## config.mk

```make
export PLATFORM = sky130hd
export DESIGN_NAME = icache_loader_flat
export DESIGN_NICKNAME = d
export VERILOG_FILES = /design/src/rtl/icache_loader_if.sv /design/src/rtl/icache_loader.sv /design/src/flat_wrapper.sv
export SDC_FILE = /design/constraint.sdc
export NUM_CORES = 1
export LEC_CHECK = 0
export CAP_MARGIN = 20
export CORE_MARGIN = 3
export CORE_UTILIZATION = 45
export DETAILED_ROUTE_END_ITERATION = 10
export DONT_BUFFER_PORTS = 1
export PLACE_DENSITY = 0.56
export SLEW_MARGIN = 5
export SYNTH_ARGS = -nofsm -noshare
export SYNTH_HDL_FRONTEND = slang
export SYNTH_SLANG_ARGS = --single-unit
```

## constraint.sdc

```tcl
create_clock -name clk -period 2.1 [get_ports clk]
set_clock_uncertainty 0.15 [all_clocks]
set_input_delay 0.42 -clock clk [delete_from_list [all_inputs] [get_ports clk]]
set_output_delay 0.42 -clock clk [all_outputs]
set_load 0.01 [all_outputs]
```

## src/rtl/icache_loader_if.sv

```systemverilog
// Host byte stream, load control and tile icache write bus of the icache loader.
interface icache_loader_if #(
    parameter int unsigned ADDR_W  = 8,
    parameter int unsigned INSTR_W = 16,
    parameter int unsigned HOST_W  = 8
);
    logic               load_start;
    logic [ADDR_W:0]    load_len;
    logic               in_valid;
    logic [HOST_W-1:0]  in_data;
    logic               in_ready;
    logic               icache_write;
    logic [ADDR_W-1:0]  icache_addr;
    logic [INSTR_W-1:0] icache_data;
    logic               run;
    logic               busy;
    logic               len_err;

    // Host side: requests loads and streams bytes.
    modport master (
        output load_start, load_len, in_valid, in_data,
        input  in_ready, icache_write, icache_addr, icache_data, run, busy, len_err
    );

    // Loader side.
    modport slave (
        input  load_start, load_len, in_valid, in_data,
        output in_ready, icache_write, icache_addr, icache_data, run, busy, len_err
    );
endinterface

```

## src/rtl/icache_loader.sv

```systemverilog
// Assembles a little-endian host byte stream into instructions and writes them
// into a tile icache, then raises run once the whole program is loaded.
module icache_loader #(
    parameter int unsigned ADDR_W  = 8,
    parameter int unsigned INSTR_W = 16,
    parameter int unsigned HOST_W  = 8
) (
    input logic          clk,
    input logic          nrst,
    icache_loader_if.slave bus
);
    localparam int unsigned DEPTH  = 2 ** ADDR_W;
    localparam int unsigned BEATS  = INSTR_W / HOST_W;
    localparam int unsigned BEAT_W = (BEATS > 1) ? $clog2(BEATS) : 1;

    typedef enum logic [1:0] {StIdle, StLoad, StDone} state_t;

    state_t               r_state;
    state_t               w_state_next;
    logic [ADDR_W:0]      r_addr;      // one extra bit so a DEPTH-long load never wraps
    logic [ADDR_W:0]      r_len;
    logic [BEAT_W-1:0]    r_beat;
    logic [INSTR_W-1:0]   r_word;
    logic                 r_len_err;
    logic                 r_in_ready;
    logic                 r_busy;
    logic                 r_run;
    logic                 r_wr;
    logic [ADDR_W-1:0]    r_wr_addr;
    logic [INSTR_W-1:0]   r_wr_data;

    logic                 w_accept;
    logic                 w_last_beat;
    logic                 w_last_instr;
    logic                 w_start_cmd;
    logic                 w_len_over;
    logic                 w_len_zero;
    logic                 w_run_next;
    logic [INSTR_W-1:0]   w_word;

    // r_in_ready mirrors state == LOAD, so it doubles as the acceptance qualifier.
    assign w_accept     = bus.in_valid && r_in_ready;
    assign w_last_beat  = (r_beat == BEAT_W'(BEATS - 1));
    assign w_last_instr = (r_addr == (r_len - 1'b1));
    assign w_start_cmd  = bus.load_start && (r_state != StLoad);
    assign w_len_over   = (bus.load_len > (ADDR_W + 1)'(DEPTH));
    assign w_len_zero   = (bus.load_len == '0);
    // run lags DONE by one cycle and drops as soon as a new load is requested.
    assign w_run_next   = (r_state == StDone) && !bus.load_start;

    // Completed word: stored beats plus the byte arriving now in the top slice.
    always_comb begin
        w_word = r_word;
        w_word[(BEATS-1)*HOST_W +: HOST_W] = bus.in_data;
    end

    // Next-state logic; DONE handles a new request exactly like IDLE.
    always_comb begin
        w_state_next = r_state;
        unique case (r_state)
            StIdle, StDone: begin
                if (bus.load_start) begin
                    if (w_len_over) begin
                        w_state_next = StIdle;
                    end else if (w_len_zero) begin
                        w_state_next = StDone;
                    end else begin
                        w_state_next = StLoad;
                    end
                end
            end
            StLoad: begin
                if (w_accept && w_last_beat && w_last_instr) begin
                    w_state_next = StDone;
                end
            end
            default: w_state_next = StIdle;
        endcase
    end

    // State register.
    always_ff @(posedge clk or negedge nrst) begin
        if (!nrst) begin
            r_state <= StIdle;
        end else begin
            r_state <= w_state_next;
        end
    end

    // Counters, word assembly and registered outputs.
    always_ff @(posedge clk or negedge nrst) begin
        if (!nrst) begin
            r_addr     <= '0;
            r_len      <= '0;
            r_beat     <= '0;
            r_word     <= '0;
            r_len_err  <= 1'b0;
            r_in_ready <= 1'b0;
            r_busy     <= 1'b0;
            r_run      <= 1'b0;
            r_wr       <= 1'b0;
            r_wr_addr  <= '0;
            r_wr_data  <= '0;
        end else begin
            r_wr <= 1'b0;
            if (w_start_cmd) begin
                r_len_err <= w_len_over;
                if (!w_len_over) begin
                    r_addr <= '0;
                    r_beat <= '0;
                    r_len  <= bus.load_len;
                end
            end
            if (w_accept) begin
                r_word[r_beat*HOST_W +: HOST_W] <= bus.in_data;
                if (w_last_beat) begin
                    r_beat    <= '0;
                    r_addr    <= r_addr + 1'b1;
                    r_wr      <= 1'b1;
                    r_wr_addr <= r_addr[ADDR_W-1:0];
                    r_wr_data <= w_word;
                end else begin
                    r_beat <= r_beat + 1'b1;
                end
            end
            r_in_ready <= (w_state_next == StLoad);
            r_busy     <= (w_state_next == StLoad);
            r_run      <= w_run_next;
        end
    end

    assign bus.in_ready     = r_in_ready;
    assign bus.busy         = r_busy;
    assign bus.run          = r_run;
    assign bus.len_err      = r_len_err;
    assign bus.icache_write = r_wr;
    assign bus.icache_addr  = r_wr_addr;
    assign bus.icache_data  = r_wr_data;
endmodule

```

## src/flat_wrapper.sv

```systemverilog
// flat-port wrapper written by rule: the top's interface ports become plain ports
module icache_loader_flat 
#(
    parameter int unsigned ADDR_W  = 8,
    parameter int unsigned INSTR_W = 16,
    parameter int unsigned HOST_W  = 8
)
  (clk, nrst, bus_load_start, bus_load_len, bus_in_valid, bus_in_data, bus_in_ready, bus_icache_write, bus_icache_addr, bus_icache_data, bus_run, bus_busy, bus_len_err);
  icache_loader_if #(.ADDR_W(ADDR_W), .INSTR_W(INSTR_W), .HOST_W(HOST_W)) bus_i ();
  input logic clk;
  input logic nrst;
  input wire logic [$bits(bus_i.load_start)-1:0] bus_load_start;
  input wire logic [$bits(bus_i.load_len)-1:0] bus_load_len;
  input wire logic [$bits(bus_i.in_valid)-1:0] bus_in_valid;
  input wire logic [$bits(bus_i.in_data)-1:0] bus_in_data;
  output wire logic [$bits(bus_i.in_ready)-1:0] bus_in_ready;
  output wire logic [$bits(bus_i.icache_write)-1:0] bus_icache_write;
  output wire logic [$bits(bus_i.icache_addr)-1:0] bus_icache_addr;
  output wire logic [$bits(bus_i.icache_data)-1:0] bus_icache_data;
  output wire logic [$bits(bus_i.run)-1:0] bus_run;
  output wire logic [$bits(bus_i.busy)-1:0] bus_busy;
  output wire logic [$bits(bus_i.len_err)-1:0] bus_len_err;
  assign bus_i.load_start = bus_load_start;
  assign bus_i.load_len = bus_load_len;
  assign bus_i.in_valid = bus_in_valid;
  assign bus_i.in_data = bus_in_data;
  assign bus_in_ready = bus_i.in_ready;
  assign bus_icache_write = bus_i.icache_write;
  assign bus_icache_addr = bus_i.icache_addr;
  assign bus_icache_data = bus_i.icache_data;
  assign bus_run = bus_i.run;
  assign bus_busy = bus_i.busy;
  assign bus_len_err = bus_i.len_err;
  icache_loader #(.ADDR_W(ADDR_W), .INSTR_W(INSTR_W), .HOST_W(HOST_W)) u_core (.clk(clk), .nrst(nrst), .bus(bus_i));
endmodule
```

# After elaboration in Yosys (flattened, before gate mapping)
# Cells that the tools add are included.
dict set report totals {
  regBits 65
  latch_bits 0
  ramBits 0
  mem_bits_ro 0
  inputBits 21
  out_inout_bits 29
  memories 0
}
dict set report op_classes {
  add_sub_neg 4
  n_mul 0
  div_mod_pow 0
  magnitude_cmp 1
  eq_ne 6
  shifts 2
  muxes 16
  bitwise_logic 1
  n_reduce_logical 13
}
# op count
set op_table {}
lappend op_table {{$mux W9} 4}
lappend op_table {{$neg A4 Y34} 1}
lappend op_table {{$shift A8 B34 Y16 const A} 1}
lappend op_table {{$shiftx A8 B34 Y16} 1}
lappend op_table {{$bwmux W16} 1}
lappend op_table {{$add A9 B1 Y9 const B} 1}
lappend op_table {{$eq A9 B9 Y1} 1}
lappend op_table {{$gt A9 B9 Y1 const B} 1}
lappend op_table {{$logic_not A9 Y1} 1}
lappend op_table {{$sub A9 B1 Y9 const B} 1}
lappend op_table {{$mux W2} 4}
lappend op_table {{$mux W1} 6}
lappend op_table {{$reduce_and A2 Y1} 3}
lappend op_table {{$logic_and A1 B1 Y1} 5}
lappend op_table {{$eq A2 B1 Y1 const B} 2}
lappend op_table {{$ne A2 B1 Y1 const B} 2}
lappend op_table {{$pmux W2 S2} 1}
lappend op_table {{$eq A2 B2 Y1 const B} 1}
lappend op_table {{$logic_not A2 Y1} 1}
lappend op_table {{$reduce_bool A2 Y1} 1}
lappend op_table {{$reduce_or A2 Y1} 1}
lappend op_table {{$add A1 B1 Y1 const B} 1}
lappend op_table {{$logic_not A1 Y1} 1}
lappend op_table {{$not A1 Y1} 1}

# Logic depth before layout (Yosys ltp)
# Gate-level depths: netlist of run 1.
dict set report depth {
  depth_word 6
  depth_mapped 8
}

# Worst setup path after synthesis of run 1
# No wires, ideal clock.
dict set report synth_path {
  path_type {input to register}
  from {input bus_load_len[1]}
  to {register u_core.r_addr[4]}
  setup_ns 0.138
  t_arrival_ns 1.663
  setup_slack_ns 0.149
  path_stages 6
  path_buffers 1
  cell_sequence {nor4_1 > nand2_1 > ha_1 > nor3b_2 > clkbuf_1 > o22ai_1}
}
dict set report synth_via {
  elab_chain_len 5
}
# item line
set synth_lines {}
lappend synth_lines {{start: declaration} flat_wrapper.sv:13} ;# input wire logic [$bits(bus_i.load_len)-1:0] bus_load_len;
lappend synth_lines {{$gt A9 B9 Y1 *} icache_loader.sv:46} ;# assign w_len_over = (bus.load_len > (ADDR_W + 1)'(DEPTH));
lappend synth_lines {{via u_core.w_len_over} icache_loader.sv:36} ;# logic w_len_over;
lappend synth_lines {{$mux W9 *} icache_loader.sv:108} ;# if (!w_len_over) begin
lappend synth_lines {{$mux W9 *} icache_loader.sv:106} ;# if (w_start_cmd) begin
lappend synth_lines {{$mux W9} icache_loader.sv:116} ;# if (w_last_beat) begin
lappend synth_lines {{$mux W9 *} icache_loader.sv:114} ;# if (w_accept) begin
lappend synth_lines {{end signal: assignment} icache_loader.sv:118} ;# r_addr <= r_addr + 1'b1;
lappend synth_lines {{end: declaration} icache_loader.sv:20} ;# logic [ADDR_W:0] r_addr;
# Mark *: on every way through the listed nets, which the timed path passes. The rest lies on a longest branch.
# A chain may end at the register's enable or synchronous reset.

# Final worst setup path of run 1
dict set report layout_path {
  from {register u_core.r_len[0]}
  to {register u_core.r_in_ready, in the netlist u_core.bus.in_ready}
}
dict set report layout_via {
  elab_chain_len 6
}
# item line
set layout_lines {}
lappend layout_lines {{start: declaration} icache_loader.sv:21} ;# logic [ADDR_W:0] r_len;
lappend layout_lines {{start signal: assignment} icache_loader.sv:111} ;# r_len <= bus.load_len;
lappend layout_lines {{$sub A9 B1 Y9} icache_loader.sv:44} ;# assign w_last_instr = (r_addr == (r_len - 1'b1));
lappend layout_lines {{$eq A9 B9 Y1} icache_loader.sv:44}
lappend layout_lines {{$logic_and A1 B1 Y1} icache_loader.sv:73} ;# if (w_accept && w_last_beat && w_last_instr) begin
lappend layout_lines {{$mux W2} icache_loader.sv:73}
lappend layout_lines {{$pmux W2 S2} icache_loader.sv:60} ;# unique case (r_state)
lappend layout_lines {{$eq A2 B1 Y1} icache_loader.sv:126} ;# r_in_ready <= (w_state_next == StLoad);
lappend layout_lines {{end signal: assignment} icache_loader.sv:126}
lappend layout_lines {{end: declaration} icache_loader.sv:25} ;# logic r_in_ready;
# Every way passes these cells.

==> summary.md, run 1 <==
In the synthesized netlist, mux cells make up 5.25% of the area. The power density relative to cell area is 1430 nW/µm², and the final number of hold-violating endpoints is 0. Relative to the synthesized area, the layout overhead comes to 13.9%. TritonCTS built the clock tree. After clock tree synthesis, the clock-pin slew on the worst setup and hold paths is 70 ps. The final critical-path required period was 2000 ps.

For the area taken by flip-flops and latches, the log shows 1430 µm². CTS placed an instance of sky130_fd_sc_hd__clkbuf_8 at the clock tree root. Setup violations remaining at the end of the flow were counted as 0. Fill cells in the final layout number 530. The number of buffer and inverter stages on the critical path is 1, and the share of the synthesized netlist area taken by xor and xnor gates is 3.22%.

The final-stage net count came out at 323. Dividing the final minimum period by the clock period gives 95.3%. The routed layout has 1949 vias. Derived from the worst setup path, the maximum achievable clock frequency is 0.500 GHz. The capturing element type of the critical path was a register. The distinct cell type count after synthesis was 50; the register bit total from synthesis was 57.

For the number of nets with antenna violations after routing, the log shows 0. The share of cells above drive strength 1 was 16.5%. The number of buffers between clock root and the deepest sink is 2, and the pin slew with the least headroom to its limit is 522 ps. The number of enable-type register cells in the synthesized netlist works out to 0. The dominant register cell in the synthesized netlist is sky130_fd_sc_hd__dfrtp_1. The multi-input combinational cells in the finished layout cover a total of 1230 µm². STA puts the critical path data arrival time at 2090 ps.

Of all nets on the critical path, the largest fanout is 6. The leakage component of the power was 1.48 nW. By startpoint and endpoint, the worst setup path is classified as register to register. The H-tree was split into 3 levels. The tools report the number of primary I/O pins as 50.

The max capacitance violation total is 0. The number of violations reported at the end of detailed-routing iteration 0 is 68. The number of placed instances, taps included, is 355. Counting every net in the synthesized netlist gives 312. Sequential elements use 52.5% of the synthesized area. Walking the worst path, the cells encountered are inv_2 > ha_4 > nor3b_4 > a21bo_1 > a32oi_1 > mux2_4 > a211oi_2. For this run, the total global-route usage over all layers was measured as 17.2%. By area, the combinational part of the netlist is dominated by simple AND/OR/NAND/NOR gates. The area fraction in compound gates after synthesis was 9.12%.

The cell family with the largest share of critical-path delay is compound AO/OA/AOI/OAI gates. The worst setup path is launched from a register. The first-pass GRT wire length is 9610 µm.

The logs give 2190 ps for the required time of the critical path and 330 ps for the clock latency on the worst-skew pair. The flow ran to the end, and the final reports show no timing, DRC or antenna violations. The run gives 0 as the initial antenna violation count.

Yosys warning count: 0. The die is 83.7 µm wide. Largest incremental delay on the critical path: 390 ps. In this run the standard cell core region covers 5680 µm². The largest individual stage delay along the critical path comes from the cell sky130_fd_sc_hd__dfrtp_1. The die covers 7000 µm².

The routed length per placed instance works out to 15.4 µm. The detailed-placement wirelength estimate is 3880 µm. The run gives 5780 µm as the aggregate routed wire length. The cell count after synthesis is 287. After detailed routing, the number of remaining DRC violations is 0. The fraction of the mapped netlist area in simple logic gates works out to 24.3%. The tools report the tightest slew margin relative to the limit as 64.7%. The final hold slack came out at 42.8 ps. After synthesis, the share of flip-flops with an asynchronous set or reset is 100%.

In this run, CTS created clock tree buffers numbering 9. The die is 83.7 µm tall. Using the TritonRoute via totals, the vias-per-cell ratio works out to 5.20.

The average footprint of a synthesized cell was 9.46 µm²; the detailed-router iteration count before antenna repair was 4. Of the total synthesized cell area, the portion taken by full adders, half adders and majority gates is 1.84%. Entering global routing, the biggest net connects 58 pins.

The run gives 27 as the count of standard-cell rows. The tools report the summed instance area of the synthesized netlist as 2720 µm². Type of the most critical hold path: primary input to register. Buffers placed on the I/O ports in this run total 0. The run gives 47.9% as the starting density of the core. The run gives 0 as the final-report max-slew violation count. The number of antenna diodes in the final layout is 0.

For this run, the number of standard cells in the final layout without fillers is 375. In this run the cell area measured after placement is 2800 µm². The worst-case IR drop observed on VDD is 0.708 mV. The routability congestion estimate was 0.780; the residual overflow from global routing was 0. With fillers left out, the area of the finished cells amounts to 3090 µm². For this design, the sink count on the clock tree is 57. The number of global-route vias before repair was 1941.
-- timing repair --
action | in CTS | in global routing
endpoints found under the setup margin | 2 | 3
pin swaps | 0 | 3
gates resized for setup | 1 | 9
hold buffers | 2 | 0
setup buffers | 0 | 2
endpoints found under the hold margin | 57 | 0
-- synthesized netlist by cell type, drive strengths merged, types with 2 or more instances --
| cell | instances | area [µm²] |
|---|---|---|
| nand2 | 111 | 417 |
| dfrtp | 57 | 1430 |
| o21ai | 12 | 60.1 |
| buf | 10 | 63.8 |
| mux2 | 10 | 113 |
| nor2 | 8 | 30.0 |
| inv | 6 | 22.5 |
| nand3 | 5 | 25.0 |
| xnor2 | 5 | 43.8 |
| xor2 | 5 | 43.8 |
| and3 | 4 | 26.3 |
| clkbuf | 4 | 15.0 |
| ha | 4 | 50.1 |
| mux2i | 3 | 30.0 |
| nand2b | 3 | 18.8 |
| nor3 | 3 | 20.0 |
| nor3b | 3 | 32.5 |
| a21o | 2 | 16.3 |
| a21oi | 2 | 10.0 |
| a31oi | 2 | 12.5 |
| a32o | 2 | 20.0 |
| nand3b | 2 | 15.0 |
| nor4 | 2 | 12.5 |
| nor4b | 2 | 23.8 |
| o21ba | 2 | 20.0 |
| o22ai | 2 | 12.5 |
| o31ai | 2 | 20.0 |
| or2 | 2 | 12.5 |
-- kinds of logic after synthesis --
kind of cell    after synthesis
flops                        57
xor+xnor                     10
mux                          13
fa+ha+maj                     4
simple gates                149
compound gates               34
buf+inv                      20
-- report_power, final --
group          switching, mW  total [mW]  internal [mW]
logic                  0.752        1.41          0.658
registers              0.467        1.98           1.52
clock network          0.445        1.02          0.576
total                   1.66        4.41           2.75
-- flip-flops by register name (all words and copies together), names as in the netlist --
register and flops:
u_core.r_state 2, u_core.r_word 8, u_core.r_beat 1, u_core.bus.icache_data 16, u_core.r_addr 9, u_core.bus.in_ready 1
u_core.r_len 9, u_core.bus.len_err 1, u_core.bus.icache_addr 8, u_core.bus.run 1, u_core.bus.icache_write 1
-- routing by layer --
metal	wire length [µm]	track usage (%)	vias up
li1	-	-	980
met1	2680	22.6	915
met2	2650	25.8	40
met3	323	5.33	14
met4	128	8.33	0
met5	0	0	-
-- cell usage in the layout, fill, tap and decap left out, types with 2 or more instances in the layout --
| master | count |
|---|---|
| sky130_fd_sc_hd__o21ai_0 | 12 |
| sky130_fd_sc_hd__clkinv_2 | 2 |
| sky130_fd_sc_hd__nand3_1 | 5 |
| sky130_fd_sc_hd__xnor2_1 | 5 |
| sky130_fd_sc_hd__nor4_1 | 2 |
| sky130_fd_sc_hd__nor3_1 | 2 |
| sky130_fd_sc_hd__clkinvlp_4 | 2 |
| sky130_fd_sc_hd__o22ai_1 | 2 |
| sky130_fd_sc_hd__inv_1 | 4 |
| sky130_fd_sc_hd__nand2b_1 | 3 |
| sky130_fd_sc_hd__a32o_1 | 2 |
| sky130_fd_sc_hd__a21oi_1 | 2 |
| sky130_fd_sc_hd__mux2_2 | 6 |
| sky130_fd_sc_hd__mux2i_1 | 3 |
| sky130_fd_sc_hd__ha_1 | 3 |
| sky130_fd_sc_hd__inv_2 | 2 |
| sky130_fd_sc_hd__clkbuf_8 | 10 |
| sky130_fd_sc_hd__nor2_1 | 8 |
| sky130_fd_sc_hd__mux2_1 | 3 |
| sky130_fd_sc_hd__nand2_1 | 110 |
| sky130_fd_sc_hd__dfrtp_1 | 57 |
| sky130_fd_sc_hd__a31oi_1 | 2 |
| sky130_fd_sc_hd__and3_1 | 3 |
| sky130_fd_sc_hd__buf_4 | 12 |
| sky130_fd_sc_hd__nand3b_1 | 2 |
| sky130_fd_sc_hd__xor2_1 | 5 |
-- through the flow --
stage	worst slack (ps)	setup TNS, ps	utilization (%)	total power [mW]
floorplan	149	0	-	2.94
global placement	8.99	0	49.4	3.25
detailed placement	-15.8	-16.7	49.4	3.29
CTS	21.1	0	53.6	4.37
global route	-9.18	-15.6	54.5	4.76
finish	98.5	0	54.5	4.41
-- worst reg2reg max path, cell delays in order (launching register included) --
cell                       delay (ps)
sky130_fd_sc_hd__dfrtp_1          390
sky130_fd_sc_hd__inv_2             80
sky130_fd_sc_hd__ha_4             150
sky130_fd_sc_hd__nor3b_4          320
sky130_fd_sc_hd__a21bo_1          160
sky130_fd_sc_hd__a32oi_1          110
sky130_fd_sc_hd__mux2_4           310
sky130_fd_sc_hd__a211oi_2         250
-- layout make-up --
type                       instances  share of cell area, %
clock inverter                     5                   1.78
tap                               72                   2.91
multi-input combinational        210                   39.8
inverter                           6                  0.728
sequential                        57                   46.1
clock buffer                      11                   4.57
timing repair buffer              14                   4.13
-- worst paths after layout --
kind | start | end | slack [ps] | depth (start not counted)
worst max-delay path | u_core.r_len[0]$_DFFE_PN0P_ | u_core.bus.in_ready$_DFF_PN0_ | 100 | 7
worst min-delay path | bus_in_data[5] | u_core.bus.icache_data[13]$_DFFE_PN0P_ | 40 | 2
worst max register to register | u_core.r_len[0]$_DFFE_PN0P_ | u_core.bus.in_ready$_DFF_PN0_ | 100 | 7
worst min register to register | u_core.r_word[0]$_DFFE_PN0P_ | u_core.bus.icache_data[0]$_DFFE_PN0P_ | 310 | 2
max in group asynchronous | nrst | u_core.r_len[3]$_DFFE_PN0P_ | 1090 | 2
min in group asynchronous | nrst | u_core.bus.icache_addr[6]$_DFFE_PN0P_ | 470 | 2
Note: power is estimated with default switching activity, not from simulation.
==> inputs of run 2 (changes only) <==
--- a/config.mk
+++ b/config.mk
@@ -5,6 +5,7 @@
 export SDC_FILE = /design/constraint.sdc
 export NUM_CORES = 1
 export LEC_CHECK = 0
+export ABC_AREA = 1
 export CAP_MARGIN = 20
 export CORE_MARGIN = 3
 export CORE_UTILIZATION = 45
==> run 2 against run 1 <==
Effect of this change:
- area after synthesis fell by 2.0%
- cell count rose by 14%
- worst setup slack improved by 190 ps
- fmax rose by 11%
- die area fell by 1.8%
- final area fell by 2.1%
- total power fell by 3.9%
- count of clock-buffer cells in the layout rose by 1
- sequential share of layout area rose by 1.0 points
- synthesized cell count rose by 18%
- critical endpoint unchanged
==> summary.md, run 2 <==
The flow ran to the end, and the final reports show no timing, DRC or antenna violations. The run gives 65.8% (was 64.7%) as the tightest slew margin relative to the limit. The number of vias per cell after detailed routing is 4.82 (was 5.20), and the max capacitance violation total is 0 (unchanged). Maximum vdd ir drop: 0.690 mV (was 0.708 mV). The internal cell power came out at 2.66 mW (was 2.75 mW). The arrival time at the worst endpoint came out at 1880 ps (was 2090 ps). The floorplan die height is 82.9 µm (was 83.7 µm). For the antenna diode count, the log shows 0 (unchanged).

The final-report max-slew violation count came out at 0 (unchanged). The number of nets with antenna violations after routing is 0 (unchanged), and the leakage component of the power is 1.59 nW (was 1.48 nW). The number of buffers inserted during clock tree synthesis was 9 (unchanged); the distinct cell type count after synthesis was 23 (was 50). For the maximum frequency from static timing analysis, the log shows 0.553 GHz (was 0.500 GHz). The power density relative to cell area was 1400 nW/µm² (was 1430 nW/µm²); the Yosys warning count was 0 (unchanged). The pin slew with the least headroom to its limit was 512 ps (was 522 ps); the post-CTS setup repair buffer count was 0 (unchanged). For the cell count after synthesis, the log shows 340 (was 287). The dominant register cell in the synthesized netlist was sky130_fd_sc_hd__dfrtp_1 (unchanged). The number of vias after detailed routing was 2052 (was 1949). The run gives 0 (unchanged) as the final number of hold-violating endpoints. The number of enable-type register cells in the synthesized netlist came out at 0 (unchanged).

The final critical-path required period came out at 1810 ps (was 2000 ps). The logs give 0 (was 1) for the number of gates resized after CTS and 5670 µm (was 5780 µm) for the aggregate routed wire length. The fraction of power spent switching nets works out to 37.3% (was 37.7%). Number of violations reported at the end of detailed-routing iteration 0: 70 (was 68). The first-pass GRT wire length came out at 10100 µm (was 9610 µm).

The initial antenna violation count was 0 (unchanged). The register bit total from synthesis was 57 (unchanged); the clock latency on the worst-skew pair was 330 ps (about the same). The highest net fanout along the worst path is 4 (was 6). The total setup violations reported at the end of the flow came out at 0 (unchanged).

The leading cell type in the layout, fill and taps excluded is sky130_fd_sc_hd__nand2_1 (unchanged). The tools report the power share of the sequential group as 45.2% (was 44.9%). The area share of the largest cell type after synthesis is 53.6% (was 52.5%), and the CTS H-tree depth is 3 (unchanged). The number of primary I/O pins was 50 (unchanged). The run gives 374 (was 323) as the final-stage net count. Cell at the root of the clock tree: sky130_fd_sc_hd__clkbuf_8 (unchanged). The async set-reset flop share out of synthesis is 100% (unchanged), and the net count of the mapped netlist is 365 (was 312). The logs give 4040 µm (was 3880 µm) for the detailed-placement wirelength estimate and 2 (unchanged) for the count of hold-fix buffers inserted at cts. The number of flip-flops under the largest register name works out to 16 (unchanged).

The sequential area share after synthesis was 53.6% (was 52.5%). The area of the die was 6880 µm² (was 7000 µm²). The most repeated cell in the gate-level netlist after synthesis is sky130_fd_sc_hd__nand2_1 (unchanged).

The logs give 0 ps (unchanged) for the final sum of negative setup slack and 408 (was 355) for the number of cells after detailed placement. For the final instance count without filler cells, the log shows 426 (was 375). The type of the most critical hold path is primary input to register (unchanged). The average footprint of a synthesized cell works out to 7.83 µm² (was 9.46 µm²). Top cells by count, synth: 125 x sky130_fd_sc_hd__nand2_1, 57 x sky130_fd_sc_hd__dfrtp_1, 47 x sky130_fd_sc_hd__inv_1 (was 111 x sky130_fd_sc_hd__nand2_1, 57 x sky130_fd_sc_hd__dfrtp_1, 12 x sky130_fd_sc_hd__o21ai_0). The residual overflow from global routing was 0 (unchanged). The portion of total power attributed to combinational logic is 27.2% (was 32.0%), and the net switching power figure is 1.58 mW (was 1.66 mW).

TritonCTS built the clock tree. The count of input and output buffers was 0 (unchanged). For the number of DRC violations after detailed routing, the log shows 0 (unchanged). The routability congestion estimate was 0.785 (was 0.780). The tools report the count of standard-cell rows as 27 (unchanged).

The kind of critical path is register to register (unchanged). Most used cells in the layout excluding fill and tap cells: 125 x sky130_fd_sc_hd__nand2_1, 57 x sky130_fd_sc_hd__dfrtp_1, 47 x sky130_fd_sc_hd__inv_1, 35 x sky130_fd_sc_hd__o21ai_0, 24 x sky130_fd_sc_hd__nor2_1 (was 110 x sky130_fd_sc_hd__nand2_1, 57 x sky130_fd_sc_hd__dfrtp_1, 12 x sky130_fd_sc_hd__o21ai_0, 12 x sky130_fd_sc_hd__buf_4, 10 x sky130_fd_sc_hd__clkbuf_8). The routed length per placed instance came out at 13.3 µm (was 15.4 µm). The share of cells above drive strength 1 is 7.34% (was 16.5%), and the post-synthesis to final-layout area growth is 13.7% (was 13.9%). The detailed-router iteration count before antenna repair is 4 (unchanged). The placeable core area came out at 5610 µm² (was 5680 µm²). Biggest area contributors in the synthesized netlist: sky130_fd_sc_hd__dfrtp_1 54%, sky130_fd_sc_hd__nand2_1 18%, sky130_fd_sc_hd__inv_1 6.6%, sky130_fd_sc_hd__o21ai_0 6.6%, sky130_fd_sc_hd__nor2_1 3.4% (was sky130_fd_sc_hd__dfrtp_1 53%, sky130_fd_sc_hd__nand2_1 15%, sky130_fd_sc_hd__mux2_2 2.9%, sky130_fd_sc_hd__o21ai_0 2.2%, sky130_fd_sc_hd__ha_1 1.8%). The horizontal die dimension is 82.9 µm (was 83.7 µm), and the maximum number of pins on one net before global-route repair is 58 (unchanged).

For the required time of the critical path, the log shows 2170 ps (was 2190 ps). The CTS sink count came out at 57 (unchanged). The largest area contributor in the netlist is sky130_fd_sc_hd__dfrtp_1 (unchanged). The kind of start point of the critical path is a register (unchanged). The number of global-route vias before repair was 2087 (was 1941); the number of filler instances in the final layout was 558 (was 530). Setup repair after global routing left no endpoint under its margin. The capturing element type of the critical path was a register (unchanged). The number of buffers between clock root and the deepest sink came out at 2 (unchanged). The global-route usage over all layers is 18.4% (was 17.2%), and the final period utilization is 86.0% (was 95.3%). The logs give 27.6% (was 23.1%) for the power share of the clock group and 47.5% (was 47.9%) for the starting density of the core. The summed instance area of the synthesized netlist came out at 2660 µm² (was 2720 µm²). The clock transition at the register clock pins on the worst setup and hold paths after CTS was 60 ps (was 70 ps).
==> run 2: cell types whose count changed after synthesis, moves of 4 or more <==
cell / delta
sky130_fd_sc_hd__buf_2: -4
sky130_fd_sc_hd__inv_1: +41
sky130_fd_sc_hd__mux2_2: -7
sky130_fd_sc_hd__nand2_1: +14
sky130_fd_sc_hd__nand3_1: +7
sky130_fd_sc_hd__nor2_1: +16
sky130_fd_sc_hd__o21ai_0: +23
sky130_fd_sc_hd__xnor2_1: -5
==> run 2: worst paths after layout <==
kind	from	endpoint	cells past startpoint	slack (ps)
worst max-delay path	u_core.r_len[0]$_DFFE_PN0P_	u_core.bus.in_ready$_DFF_PN0_	13	290
worst min-delay path	bus_load_len[4]	u_core.r_len[4]$_DFFE_PN0P_	2	60
worst max register to register	u_core.r_len[0]$_DFFE_PN0P_	u_core.bus.in_ready$_DFF_PN0_	13	290
worst min register to register	u_core.r_word[4]$_DFFE_PN0P_	u_core.bus.icache_data[4]$_DFFE_PN0P_	2	310
max in group asynchronous	nrst	u_core.r_state[1]$_DFF_PN0_	2	1100
min in group asynchronous	nrst	u_core.bus.icache_data[0]$_DFFE_PN0P_	2	450
==> run 2: cell families after synthesis <==
logic type,share of synthesized area [%]
xor gates and xnor gates,0.987
adders and majority gates,1.88
and+or+nand+nor,26.4
AOI/OAI and AO/OA,8.74
buffers and inverters,8.41
DFF,53.6
==> run 2: critical path, stage by stage, from the launching register on <==
cell                      delay [ps]
sky130_fd_sc_hd__dfrtp_1         380
sky130_fd_sc_hd__inv_1           110
sky130_fd_sc_hd__ha_1            230
sky130_fd_sc_hd__inv_1            50
sky130_fd_sc_hd__nand2_1          80
sky130_fd_sc_hd__nand2_1          60
sky130_fd_sc_hd__nand2_1          60
sky130_fd_sc_hd__nand2_1          60
sky130_fd_sc_hd__nor2_1          110
sky130_fd_sc_hd__nand2_1          60
sky130_fd_sc_hd__nor2_1           80
sky130_fd_sc_hd__nand2_1         120
sky130_fd_sc_hd__nand2_1         110
sky130_fd_sc_hd__nor2_1           40
==> run 2: area by class of cell <==
cell class	count	area, µm²	share of cell area [%]
inverters	48	180	5.95
multi-input cells	226	1010	33.4
clock buffers	12	155	5.13
clock inverters	4	75.1	2.48
repair buffers	7	87.6	2.89
flip-flops and latches	57	1430	47.1
well taps	72	90.1	2.98
==> run 2: power by group through the flow <==
stage / sequential, mW / clock (mW) / combinational (mW)
finish: 1.92 / 1.17 / 1.15
global route: 1.99 / 1.26 / 1.39
CTS: 1.93 / 1.20 / 1.17
detailed placement: 1.95 / 0 / 1.13
global placement: 1.94 / 0 / 1.09
floorplan: 1.84 / 0 / 0.926
==> run 2: stage by stage <==
stage	setup slack, ps	util (%)	instance area [µm²]	total power, mW	hold slack [ps]
final	293	54.0	3030	4.24	63.3
after detailed placement	104	49.2	2760	3.08	-24.3
after floorplan	336	-	2660	2.77	-25.6
after global placement	149	49.2	2760	3.03	-24.3
after global routing	32.5	54.0	3030	4.63	55.7
after CTS	273	54.0	3030	4.30	46.3
==> run 2: per-layer routing <==
layer  wire length, µm  track usage (%)  up-vias
li1                  -                -     1069
met1              2830             25.7      929
met2              2470             25.9       41
met3               245             5.95       13
met4               130             8.32        0
met5                 0                0        -
